<file path="src/rtl/pipelined_addsub.sv">
// ---------------------------------------------------------------------------------------------
// pipelined_addsub
//
// Pipelined carry-chain adder/subtractor for the 32-bit RISC ALU. A WIDTH-bit add is cut into
// STAGES equal slices of CHUNK bits. Stage k resolves slice k and hands its carry to stage k+1,
// so each cycle's critical path is only a CHUNK-bit add. The last stage is the output register.
//
// Subtraction is performed as A + ~B + ~c_in, which makes c_out a "no borrow" flag.
//
// Handshake: valid/ready on both sides. Stage k advances when it is empty or stage k+1
// advances, so bubbles collapse while the output is stalled. in_ready depends only on the
// stage valid bits and out_ready, never on in_valid.
//
// Ports:
//   clk        in   system clock, rising edge
//   rst_n      in   asynchronous active-low reset
//   in_valid   in   operand set presented
//   in_ready   out  an operand set can be accepted this cycle
//   a, b       in   operands (WIDTH bits)
//   c_in       in   carry-in (borrow-in when sub=1)
//   sub        in   0: a+b+c_in, 1: a-b-c_in
//   out_valid  out  output register holds a result
//   out_ready  in   consumer accepts the result this cycle
//   sum        out  result (WIDTH bits)
//   c_out      out  carry out of the MSB (for sub: 1 = no borrow)
//   overflow   out  signed two's-complement overflow
//   zero       out  sum == 0
// ---------------------------------------------------------------------------------------------
module pipelined_addsub #(
    parameter int unsigned WIDTH  = 32,
    parameter int unsigned STAGES = 4
) (
    input  logic             clk,
    input  logic             rst_n,
    input  logic             in_valid,
    output logic             in_ready,
    input  logic [WIDTH-1:0] a,
    input  logic [WIDTH-1:0] b,
    input  logic             c_in,
    input  logic             sub,
    output logic             out_valid,
    input  logic             out_ready,
    output logic [WIDTH-1:0] sum,
    output logic             c_out,
    output logic             overflow,
    output logic             zero
);

    localparam int unsigned CHUNK = WIDTH / STAGES;

    if ((STAGES < 1) || (STAGES > WIDTH) || ((WIDTH % STAGES) != 0)) begin : g_param_check
        $error("pipelined_addsub: WIDTH must be a multiple of STAGES and 1 <= STAGES <= WIDTH");
    end

    // -----------------------------------------------------------------------------------------
    // Per-stage state
    // -----------------------------------------------------------------------------------------
    logic [STAGES-1:0] valid_q, valid_d;
    logic [STAGES-1:0] carry_q, carry_d;
    logic [STAGES-1:0] a_msb_q, a_msb_d;
    logic [STAGES-1:0] b_msb_q, b_msb_d;

    // res_q[k] holds result slices 0..k; higher bits are still zero.
    logic [WIDTH-1:0]  res_q [STAGES];
    logic [WIDTH-1:0]  res_d [STAGES];

    // Unconsumed operand bits, pre-shifted so the next stage always works on bits [CHUNK-1:0].
    logic [WIDTH-1:0]  opa_q [STAGES];
    logic [WIDTH-1:0]  opa_d [STAGES];
    logic [WIDTH-1:0]  opb_q [STAGES];
    logic [WIDTH-1:0]  opb_d [STAGES];

    // -----------------------------------------------------------------------------------------
    // Per-stage inputs: stage 0 takes the ports, stage k takes stage k-1's registers
    // -----------------------------------------------------------------------------------------
    logic [WIDTH-1:0]  stg_a   [STAGES];
    logic [WIDTH-1:0]  stg_b   [STAGES];
    logic [WIDTH-1:0]  stg_res [STAGES];
    logic [CHUNK:0]    stg_sum [STAGES];
    logic [STAGES-1:0] stg_cin;
    logic [STAGES-1:0] stg_amsb;
    logic [STAGES-1:0] stg_bmsb;
    logic [STAGES-1:0] stg_load;

    for (genvar k = 0; k < STAGES; k++) begin : g_stage_in
        if (k == 0) begin : g_first
            assign stg_a[k]    = a;
            assign stg_b[k]    = sub ? ~b : b;
            // Borrow-in becomes an inverted carry-in.
            assign stg_cin[k]  = c_in ^ sub;
            assign stg_res[k]  = '0;
            assign stg_amsb[k] = a[WIDTH-1];
            assign stg_bmsb[k] = b[WIDTH-1] ^ sub;
            assign stg_load[k] = in_valid;
        end else begin : g_rest
            assign stg_a[k]    = opa_q[k-1];
            assign stg_b[k]    = opb_q[k-1];
            assign stg_cin[k]  = carry_q[k-1];
            assign stg_res[k]  = res_q[k-1];
            assign stg_amsb[k] = a_msb_q[k-1];
            assign stg_bmsb[k] = b_msb_q[k-1];
            assign stg_load[k] = valid_q[k-1];
        end

        // One CHUNK-bit slice add plus incoming carry; MSB of the result is the slice carry.
        assign stg_sum[k] = {1'b0, stg_a[k][CHUNK-1:0]}
                          + {1'b0, stg_b[k][CHUNK-1:0]}
                          + (CHUNK + 1)'(stg_cin[k]);
    end

    // -----------------------------------------------------------------------------------------
    // Advance chain: stage k moves when it is empty or its successor moves
    // -----------------------------------------------------------------------------------------
    logic [STAGES-1:0] adv;

    always_comb begin
        adv = '0;
        adv[STAGES-1] = ~valid_q[STAGES-1] | out_ready;
        for (int k = int'(STAGES) - 2; k >= 0; k--) begin
            adv[k] = ~valid_q[k] | adv[k+1];
        end
    end

    // -----------------------------------------------------------------------------------------
    // Next-state
    // -----------------------------------------------------------------------------------------
    always_comb begin
        valid_d = valid_q;
        carry_d = carry_q;
        a_msb_d = a_msb_q;
        b_msb_d = b_msb_q;
        res_d   = res_q;
        opa_d   = opa_q;
        opb_d   = opb_q;

        for (int k = 0; k < STAGES; k++) begin
            if (adv[k]) begin
                valid_d[k] = stg_load[k];
                // Data only moves with a real transaction; a bubble leaves the payload untouched.
                if (stg_load[k]) begin
                    res_d[k]                    = stg_res[k];
                    res_d[k][k*CHUNK +: CHUNK]  = stg_sum[k][CHUNK-1:0];
                    carry_d[k]                  = stg_sum[k][CHUNK];
                    opa_d[k]                    = stg_a[k] >> CHUNK;
                    opb_d[k]                    = stg_b[k] >> CHUNK;
                    a_msb_d[k]                  = stg_amsb[k];
                    b_msb_d[k]                  = stg_bmsb[k];
                end
            end
        end
    end

    // -----------------------------------------------------------------------------------------
    // State registers
    // -----------------------------------------------------------------------------------------
    always_ff @(posedge clk or negedge rst_n) begin
        if (!rst_n) begin
            valid_q <= '0;
            carry_q <= '0;
            a_msb_q <= '0;
            b_msb_q <= '0;
            for (int k = 0; k < STAGES; k++) begin
                res_q[k] <= '0;
                opa_q[k] <= '0;
                opb_q[k] <= '0;
            end
        end else begin
            valid_q <= valid_d;
            carry_q <= carry_d;
            a_msb_q <= a_msb_d;
            b_msb_q <= b_msb_d;
            res_q   <= res_d;
            opa_q   <= opa_d;
            opb_q   <= opb_d;
        end
    end

    // -----------------------------------------------------------------------------------------
    // Outputs, all taken from the last stage
    // -----------------------------------------------------------------------------------------
    assign in_ready  = adv[0];
    assign out_valid = valid_q[STAGES-1];
    assign sum       = res_q[STAGES-1];
    assign c_out     = carry_q[STAGES-1];
    // Operands of equal sign producing a result of the other sign. All-zero after reset.
    assign overflow  = (a_msb_q[STAGES-1] == b_msb_q[STAGES-1])
                     & (sum[WIDTH-1] != a_msb_q[STAGES-1]);
    assign zero      = ~|sum;

endmodule
</file>
<file path="config.mk">
export PLATFORM = sky130hd
export DESIGN_NAME = pipelined_addsub
export DESIGN_NICKNAME = d
export VERILOG_FILES = /design/src/rtl/pipelined_addsub.sv
export SDC_FILE = /design/constraint.sdc
export NUM_CORES = 1
export LEC_CHECK = 0
export BUFFER_PORTS_ARGS = -buffer_cell sky130_fd_sc_hd__buf_2
export CAP_MARGIN = 40
export CELL_PAD_IN_SITES_DETAIL_PLACEMENT = 1
export CELL_PAD_IN_SITES_GLOBAL_PLACEMENT = 2
export CORE_UTILIZATION = 36
export CTS_CLUSTER_DIAMETER = 100
export DETAILED_ROUTE_END_ITERATION = 6
export PLACE_DENSITY_LB_ADDON = 0.25
export SLEW_MARGIN = 20
export SYNTH_ARGS = -nofsm -noshare
export SYNTH_HDL_FRONTEND = slang
export SYNTH_SLANG_ARGS = --single-unit
</file>
<file path="constraint.sdc">
create_clock -name clk -period 2.8 [get_ports clk]
set_input_delay 0.14 -clock clk [delete_from_list [all_inputs] [get_ports clk]]
set_output_delay 0.14 -clock clk [all_outputs]
set_load 0.01 [all_outputs]
</file>
# After elaboration in Yosys (flattened, before gate mapping)
# Index checks and enable logic that the tools add are counted.
[totals] regBits=192 latch_bits=0 mem_bits_rw=0 rom_bits=0 in_bits=70 output_inout_bits=37 wordCells=55 n_memories=0
[op_classes] addsub=8 multipliers=0 div=0 n_lt_le_gt_ge=0 eq_ne=2 shift=0 mux=1 n_bitwise=12 n_reduce_logical=6
[ops] cell="$add A8 B8 Y9" n=4
[ops] cell="$add A9 B1 Y9" n=4
[ops] cell="$mux W32" n=1
[ops] cell="$not A32 Y32" n=1
[ops] cell="$reduce_or A32 Y1" n=1
[ops] cell="$reduce_and A2 Y1" n=4
[ops] cell="$not A1 Y1" n=4
[ops] cell="$or A1 B1 Y1" n=4
[ops] cell="$xor A1 B1 Y1" n=2
[ops] cell="$and A1 B1 Y1" n=1
[ops] cell="$eq A1 B1 Y1" n=1
[ops] cell="$logic_not A1 Y1" n=1
[ops] cell="$ne A1 B1 Y1" n=1

# Logic depth before layout (Yosys ltp)
[logic_depth] ltp_word=6 ltp_mapped=10 mapped_depth_nobuf=8

# Least setup slack after synthesis
# No wires, ideal clock.
[synth_timing] path_kind="reg2reg" startpoint="register carry_q[2]" endpoint="register carry_q[3]" setup_ns=0.124 arrival_time_ns=2.095 required_ns=2.676 setup_slack_ns=0.581 stages_incl_launch_ff=7 path_buffers=0 synth_period_minus_slack_ns=2.219 cell_sequence="dfrtp_1 -> fa_1 -> fa_1 -> a21oi_1 -> o21ai_0 -> o221a_2 -> o31a_1"
[synth_between] elab_chain_len=1
[synth_lines] element="start, declared" line="59" source="logic [STAGES-1:0] carry_q, carry_d;"
[synth_lines] element="start signal, assigned" line="169" source="carry_q <= carry_d;"
[synth_lines] element="$add A9 B1 Y9" line="108" source="+ (CHUNK + 1)'(stg_cin[k]);"
# Every way passes these cells.
# A chain may end at the register's enable or synchronous reset.

# Worst setup path after layout
# Ends and elaborated chain as after synthesis.

==> out/results.ini <==
[outcome]
status=finished clean

[pwr]
ir_worst_vdd_uv=366
powerDensity_nw_per_um2=862
p_leak_nw=5.35

[worst_hold_path]
hp-class=in2reg
hold_depth=3
min-delay-start=b[22]
min_to=opb_q[110]

[critical_path]
r2r_start=carry_q[2]
path_cells=fa_1, fa_1, a21oi_1, o21ai_0, o221a_2, o31a_1
crit_required_ns=3.11
worstReg2RegEnd=carry_q[3]
worst_path_largest_cell_delay_ns=0.49
rrSetupSlack_ns=0.40
critPathMaxFanout=3
critPathKind=reg2reg
crit_path_frequent_cell=fa_1
arrival_ns=2.71
start_kind=flop
path_delay_family=compound AO/OA/AOI/OAI gates
crit_start=carry_q[2]
cpMaxStageDelayCell=fa_1
endpoint_kind=flop
reg2regPathDepth=6
critPathBufInv=0

[layout]
fin_nets=1194
diodes=0
syn_to_final_growth_pct=18.1
drive_gt1_frac=0.152
fillers=2856
final_cell_mix=449 x nand2_1, 186 x dfrtp_1, 105 x buf_2
layout_commonest_cell=nand2_1

[yosys]
synth-seq-area-share=0.523
syn_nets=1086
synth.distinct_cells=52
synth_edf_count=0
synth_xor_area_frac=0.0384
synth_top_family_by_area=simple AND/OR/NAND/NOR gates
synth_compound_area_frac=0.0942
yosys_warnings=0
netlist_area_sq_um=8900
synth_mux_area_frac=0
synth-async-reset-ratio=1.00
synth_seq_cells=186
synth_adder_area_share=0.0573
yosys.area_share.simple=0.232
synthCells=980
ys_dominant_reg_cell=dfrtp_1
synth_area_per_cell_sq_um=9.08

[timing]
rsz0062_at_grt=false
finalHoldViolCount=0
setup_viol=0
fin_setup_tns_ns=0
worst_pin_slew_ns=0.699
timing.slew.headroom=0.534
period_needed_ns=2.40
layout_setup_ws_ns=0.400
max_freq_ghz=0.417
drv_slew=0
fin_crit_sh=0.857
fin_skew_ns=0.0100

[clock_network]
cts_sinks=186
cts_root_buf=clkbuf_16
cts_hold_buf=38
cts_tree=built
cts_buffers=17
clock_path_buffers=2
clock_latency_ns=0.43
path_clk_slew_ns=0.07
cts_setup_buffers=0
ctsHtreeMaxLevel=4
cts_resized=0

[place]
dp_slack_ns=0.409
hpwl_um=15100
numPortBuffers=106
globalplace.congestion=0.790

[drt]
post_drt_wl_per_cell_um=14.6
ant_nets=0
drc=0
vias=6582
dr.pass1.iters=4
wl_um=20800
drt-vias-per-instance=4.62
first_iter_violations=267

[global_route]
antenna_found_initial=0
gr-usage-all-layers=0.176
overflow=0
grt_pass1_wl_um=36200
grt_pass1_vias=6985
grt_max_degree=65

[flow_run]
max_cap_violations=0

[floorplanning]
ios=107
coreArea_sq_um=24300
rows=57
initial_core_util=0.366
dieArea_sq_um=25400
die_height_um=159
die_w_um=159

state kept, by name (all words and copies together) (netlist names):
name / count
b_msb_q: 4
res_q: 48
sum: 32
opb_q: 45
valid_q: 4
opa_q: 45
a_msb_q: 4
carry_q: 4
cell type report:
cell class	instances	area, sq um	area share
well taps	324	405	0.0386
clock inverters	14	141	0.0134
inverters	12	45.0	0.00428
clock buffers	18	429	0.0408
multi-input cells	709	3760	0.358
repair buffers	162	1080	0.102
flip-flops and latches	186	4650	0.443
cell families after synthesis:
family / after synthesis
xor+xnor: 39
flops: 186
buf+inv: 85
fa+ha+maj: 36
compound gates: 123
simple gates: 511
power breakdown:
| part | switching (mW) | internal (mW) | leakage (nW) |
|---|---|---|---|
| clock network | 1.09 | 1.25 | 0.271 |
| logic | 1.50 | 1.12 | 2.77 |
| registers | 0.607 | 3.50 | 2.31 |
| total | 3.20 | 5.87 | 5.35 |
cells in the mapped netlist, types with 3 or more instances:
library cell	number	area, sq um
dfrtp_1	186	4650
a21o_1	5	37.5
nor2_1	10	37.5
nand2_1	449	1690
inv_1	12	45.0
o21bai_1	3	22.5
nor2b_1	5	31.3
o311ai_0	4	35.0
or4_1	4	30.0
nor3_1	5	25.0
o31a_1	6	52.6
a21oi_1	10	50.1
buf_2	24	120
o31ai_1	8	60.1
buf_4	39	293
or3_1	4	25.0
a211oi_1	9	67.6
nand3_1	4	20.0
or2_2	3	18.8
ha_1	28	350
xor2_1	12	105
nor4_1	11	68.8
nand2b_1	5	31.3
fa_1	8	160
clkbuf_1	8	30.0
o21ai_0	42	210
o211ai_1	9	67.6
o21a_1	9	67.6
xnor2_1	27	236
per-stage QoR:
| step | cells | power, mW | area, sq um | hold WS [ns] | util |
|---|---|---|---|---|---|
| after floorplan | 980 | 6.01 | 8900 | -0.156 | - |
| after global placement | 1355 | 6.71 | 9560 | 0.184 | 0.393 |
| after detailed placement | 1355 | 6.77 | 9560 | 0.186 | 0.393 |
| after CTS | 1425 | 9.21 | 10500 | 0.000890 | 0.432 |
| after global routing | 1425 | 9.77 | 10500 | 0.0237 | 0.432 |
| final | 1425 | 9.06 | 10500 | 0.00608 | 0.432 |
worst max-delay path by stage:
stage | to | cells after the start
after floorplan | carry_q[3] | 6
after global placement | carry_q[3] | 6
after detailed placement | carry_q[3] | 6
after CTS | res_q[78] | 6
after global routing | carry_q[3] | 6
final | carry_q[3] | 6
worst register-to-register path, stage by stage, from the launching register on:
cell and delay [ns]:
dfrtp_1 0.40, fa_1 0.49, fa_1 0.43, a21oi_1 0.22
o21ai_0 0.17, o221a_2 0.29, o31a_1 0.28
metal layers:
layer | vias up | share of wire | track usage
met1 | 3086 | 0.56 | 0.278
met5 | - | 0 | 0
li1 | 3390 | - | -
met4 | 0 | 0.0057 | 0.0406
met3 | 9 | 0.022 | 0.0271
met2 | 97 | 0.41 | 0.249
(Power assumes the default switching activity.)
